File: src/rtl/exc_pkg.sv
// Shared exception cause codes, FSM state type and priority helpers.
// Also imported by the datapath exception unit.
package exc_pkg;

    typedef enum logic [1:0] {IDLE, REQ, HANDLER, RET} exc_state_t;

    localparam logic [3:0] ECODE_NONE  = 4'b0000;
    localparam logic [3:0] ECODE_BADOP = 4'b0001;
    localparam logic [3:0] ECODE_IRQ   = 4'b0010;
    localparam logic [3:0] ECODE_TIMER = 4'b0011;

    // pend[0]=BadOpcode, pend[1]=ExtIRQ, pend[2]=Timer; lower index wins.
    function automatic logic [3:0] prio_code(input logic [2:0] pend);
        logic [3:0] code;
        code = ECODE_NONE;
        if (pend[2]) code = ECODE_TIMER;
        if (pend[1]) code = ECODE_IRQ;
        if (pend[0]) code = ECODE_BADOP;
        return code;
    endfunction

    function automatic logic [2:0] code_mask(input logic [3:0] code);
        logic [2:0] mask;
        case (code)
            ECODE_BADOP: mask = 3'b001;
            ECODE_IRQ:   mask = 3'b010;
            ECODE_TIMER: mask = 3'b100;
            default:     mask = 3'b000;
        endcase
        return mask;
    endfunction

endpackage

File: src/rtl/exc_controller_sync_2ff.sv
// Two-flop synchroniser for an asynchronous level input; async active-low reset.
module sync_2ff (
    input  logic clk,
    input  logic rst_n,
    input  logic d_i,
    output logic q_o
);

    logic meta_q;
    logic sync_q;

    always_ff @(posedge clk or negedge rst_n) begin
        if (!rst_n) begin
            meta_q <= 1'b0;
            sync_q <= 1'b0;
        end else begin
            meta_q <= d_i;
            sync_q <= meta_q;
        end
    end

    assign q_o = sync_q;

endmodule

File: src/rtl/exc_controller.sv
// Exception source controller: pends BadOpcode/ExtIRQ/Timer events and runs the
// REQ/HANDLER/RET handshake with the datapath. Timer source built only with EXC_TIMER_EN.
module exc_controller
    import exc_pkg::*;
#(
    parameter int TIMER_W = 32
) (
    input  logic               clk,
    input  logic               reset,
    input  logic               BadOpcode,
    input  logic               ExtIRQ,
    input  logic               IsERet,
    input  logic               ExcAck,
    input  logic [TIMER_W-1:0] TimerCmp,
    output logic               Exc,
    output logic [3:0]         EStatus,
    output logic               ERet,
    output logic               InHandler
);

    exc_state_t state_q, state_d;
    logic [2:0] pend_q, pend_d, pend_set, pend_clr, pend_eff;
    logic [3:0] estatus_q, estatus_d;
    logic       exc_q, eret_q, inh_q;
    logic       irq_sync, irq_prev_q, irq_rise;
    logic       timer_fire;

    sync_2ff u_irq_sync (
        .clk   (clk),
        .rst_n (reset),
        .d_i   (ExtIRQ),
        .q_o   (irq_sync)
    );

    assign irq_rise = irq_sync & ~irq_prev_q;

`ifdef EXC_TIMER_EN
    logic [TIMER_W-1:0] count_q, count_d, cmp_q;
    localparam logic [TIMER_W-1:0] ONE = {{(TIMER_W-1){1'b0}}, 1'b1};

    // A changed period restarts the count without firing.
    always_comb begin
        count_d    = count_q;
        timer_fire = 1'b0;
        if (TimerCmp != cmp_q) begin
            count_d = '0;
        end else if (TimerCmp != '0) begin
            if (count_q == TimerCmp - ONE) begin
                timer_fire = 1'b1;
                count_d    = '0;
            end else begin
                count_d = count_q + ONE;
            end
        end
    end

    always_ff @(posedge clk or negedge reset) begin
        if (!reset) begin
            count_q <= '0;
            cmp_q   <= '0;
        end else begin
            count_q <= count_d;
            cmp_q   <= TimerCmp;
        end
    end
`else
    logic unused_timer_cmp;
    assign unused_timer_cmp = ^TimerCmp;
    assign timer_fire       = 1'b0;
`endif

    assign pend_set = {timer_fire, irq_rise, BadOpcode};
    assign pend_eff = pend_q | pend_set;

    always_comb begin
        state_d   = state_q;
        estatus_d = estatus_q;
        pend_clr  = 3'b000;
        case (state_q)
            IDLE: begin
                if (pend_eff != 3'b000) begin
                    state_d   = REQ;
                    estatus_d = prio_code(pend_eff);
                end
            end
            REQ: begin
                if (ExcAck) begin
                    state_d  = HANDLER;
                    pend_clr = code_mask(estatus_q);
                end
            end
            HANDLER: begin
                if (IsERet) begin
                    state_d   = RET;
                    estatus_d = ECODE_NONE;
                end
            end
            RET:     state_d = IDLE;
            default: state_d = IDLE;
        endcase
        // A set arriving with the clear keeps the bit pending.
        pend_d = (pend_q & ~pend_clr) | pend_set;
    end

    always_ff @(posedge clk or negedge reset) begin
        if (!reset) begin
            state_q    <= IDLE;
            pend_q     <= 3'b000;
            estatus_q  <= ECODE_NONE;
            exc_q      <= 1'b0;
            eret_q     <= 1'b0;
            inh_q      <= 1'b0;
            irq_prev_q <= 1'b0;
        end else begin
            state_q    <= state_d;
            pend_q     <= pend_d;
            estatus_q  <= estatus_d;
            exc_q      <= (state_d == REQ);
            eret_q     <= (state_d == RET);
            inh_q      <= (state_d == REQ) || (state_d == HANDLER);
            irq_prev_q <= irq_sync;
        end
    end

    assign Exc       = exc_q;
    assign EStatus   = estatus_q;
    assign ERet      = eret_q;
    assign InHandler = inh_q;

endmodule
File: config.mk
export PLATFORM = sky130hd
export DESIGN_NAME = exc_controller
export DESIGN_NICKNAME = d
export VERILOG_FILES = /design/src/rtl/exc_pkg.sv /design/src/rtl/exc_controller_sync_2ff.sv /design/src/rtl/exc_controller.sv
export SDC_FILE = /design/constraint.sdc
export NUM_CORES = 1
export LEC_CHECK = 0
export BUFFER_PORTS_ARGS = -buffer_cell sky130_fd_sc_hd__buf_2
export CAP_MARGIN = 0
export CORE_MARGIN = 2
export CORE_UTILIZATION = 30
export DETAILED_ROUTE_END_ITERATION = 10
export HOLD_SLACK_MARGIN = 0.15
export PLACE_DENSITY = 0.62
export SLEW_MARGIN = 20
export SYNTH_ARGS = -nofsm -noshare
export SYNTH_HDL_FRONTEND = slang
export SYNTH_SLANG_ARGS = --single-unit
export TNS_END_PERCENT = 20
File: constraint.sdc
create_clock -name clk -period 1.9 [get_ports clk]
set_input_delay 0.19 -clock clk [delete_from_list [all_inputs] [get_ports clk]]
set_output_delay 0.19 -clock clk [all_outputs]
set_load 0.01 [all_outputs]
==> out/results.ini <==
[sta]
finalSetupTns_ps=0
period_minus_slack_ps=1720
clock.fmax_mhz=581
finalSetupViolCount=0
fin_ws_ps=179
hold_violations=0
fin_skew_ps=4.45
grt_setup_unrepaired=false
min_period_over_period_pct=90.6
final_max_slew_viol_count=0

[synthesis]
ys_async_sr_fraction_pct=100
synth-xor-area-share_pct=0
synth_warnings=0
synth-seq-cells=13
synth_compound_area_share_pct=10.7
synth-simple-area-share_pct=13.3
synth_cell_types=20
synth_top_family_by_area=simple AND/OR/NAND/NOR gates
synth_mux_area_share_pct=2.14
synthCells=45
syn_avg_cell_area_um2=11.7
synth_fa_ha_area_share_pct=4.76
synth-edff-count=0
ys.flop_type=dfrtp_1
synth_area_um2=526
ys_seq_area_share_pct=61.9

[die]
dieArea_um2=2100
row_count=15
die_w_um=45.9
initial_core_util_pct=31.1
io_pins=45
die_h_um=45.9
fp.coreArea_um2=1690

[grt]
grt_remaining_overflow=0
antenna_found_initial=0
grt_pass1_wl_um=1470
grt.total_usage_pct=10.2
grt_max_degree=14
grt_pass1_vias=375

[clock_network]
cts-resized-gates=0
cts_buffers=3
cts_buffer_depth=2
cts.sinks=13
cts-root-buf=clkbuf_4
clk_latency_ps=270
cts_tree=done
h-tree-depth=1
clk_pin_slew_ps=70

[drt]
first_iter_violations=0
routed_wl_um=824
firstDrtPassIters=1
drtAntennaViolNets=0
drc=0
vias=361
wl_per_cell_um=10.6
viasPerCell=4.63

[worst_hold_path]
hold_depth=2
hp-class=in -> reg
hold_end=state_q[0]
hp-start=ExcAck

[pwr]
irDropWorstVdd_mv=0.654
p_per_area_nw_per_um2=1290
p_leak_nw=0.315

[worst_setup_path]
required_ps=2060
slowest_stage=dlygate4sd3_1
rrSetupSlack_ps=290
arrival_ps=1890
cpPeakStageDelay_ps=530
end_kind=flip-flop
reg2regPathDepth=5
rr_endpoint=InHandler
crit_chain=dlygate4sd3_1 > buf_2 > or3_4 > o21ai_2 > o21ai_0 > ha_1 > inv_1
start_kind=primary input
r2r_start=state_q[1]
critPathMaxFanout=3
critical_path.top_delay_family=buffers and inverters
cp_num_buf_inv=3
critical_path_class=in -> reg

[run]
drv_cap=0

[layout]
drive_gt1_share_pct=24.6
layout_commonest_cell=dfrtp_1
antenna_cells=0
final_cells=78
area_delta_synth_final_pct=22.1
final_cell_mix=13 x dfrtp_1, 10 x buf_2, 5 x inv_1
fin_nets=102
final_cell_area_um2=642

[placed_design]
dp_hpwl_um=623
place_ws_ps=286
io_buffers=10
place.gp.congestion=0.688
place_inst=71
place_area_um2=586

[status]
outcome=complete, no violations

[where the power goes]
| part | leakage [nW] | switching (mW) | internal, mW |
|---|---|---|---|
| clock network | 0.0150 | 0.0825 | 0.0812 |
| registers | 0.149 | 0.0566 | 0.361 |
| logic | 0.151 | 0.137 | 0.112 |
[cells by family after synthesis]
| logic type | Yosys count |
|---|---|
| buffers and inverters | 7 |
| DFF | 13 |
| and+or+nand+nor | 12 |
| muxes | 1 |
| other | 1 |
| adders and majority gates | 2 |
| AOI/OAI and AO/OA | 9 |
[through the flow]
stage / utilization (%) / hold slack [ps] / total power, mW
finish: 38.0 / 258 / 0.830
global placement: 34.7 / 88.8 / 0.662
floorplan: - / -106 / 0.579
CTS: 38.0 / 250 / 0.843
global route: 38.0 / 253 / 0.896
detailed placement: 34.7 / 93.7 / 0.669
[per-layer routing]
layer | GRT usage (%) | wire length [um] | vias up
li1 | - | - | 175
met1 | 11.4 | 378 | 172
met2 | 16.1 | 388 | 14
met3 | 5.95 | 58 | 0
met4 | 3.43 | 0 | 0
met5 | 0 | 0 | -
[flip-flops by register name, summed over array words and instances, names as in the netlist]
register	count
EStatus	2
Exc	1
InHandler	1
ERet	1
pend_q	3
u_irq_sync.q_o	1
state_q	2
u_irq_sync.meta_q	1
irq_prev_q	1
[repair_timing]
item | CTS | global route
hold buffers | 3 | 0
hold endpoints to repair | 15 | 0
setup buffers | 0 | 0
[cells in the mapped netlist (all sizes together) (2+ instances only)]
master	number	area, um^2
dfrtp	13	325
inv	5	18.8
a21oi	3	15.0
nor2	3	11.3
o21ai	3	18.8
buf	2	15.0
ha	2	25.0
nand2	2	7.51
nand2b	2	12.5
[worst max path at each step]
stage          cells after the start        end       start
5_1_grt                            7  InHandler   BadOpcode
4_1_cts                            7  InHandler   BadOpcode
2_1_floorplan                      5  InHandler  state_q[1]
3_3_place_gp                       5  InHandler  state_q[1]
6_report                           7  InHandler   BadOpcode
3_5_place_dp                       5  InHandler  state_q[1]
[worst register-to-register path, cell delays in order (launching register included)]
cell,delay (ps)
dfrtp_1,410
or3_4,410
o21ai_2,140
o21ai_0,190
ha_1,330
inv_1,40
[layout make-up]
class | count | area (um^2)
clock buffers | 4 | 26.3
fillers | 166 | 1050
inverters | 5 | 18.8
multi-input cells | 26 | 170
flip-flops and latches | 13 | 325
well taps | 17 | 21.3
repair buffers | 13 | 80.1
No activity file was read; power rests on OpenSTA's default activity.
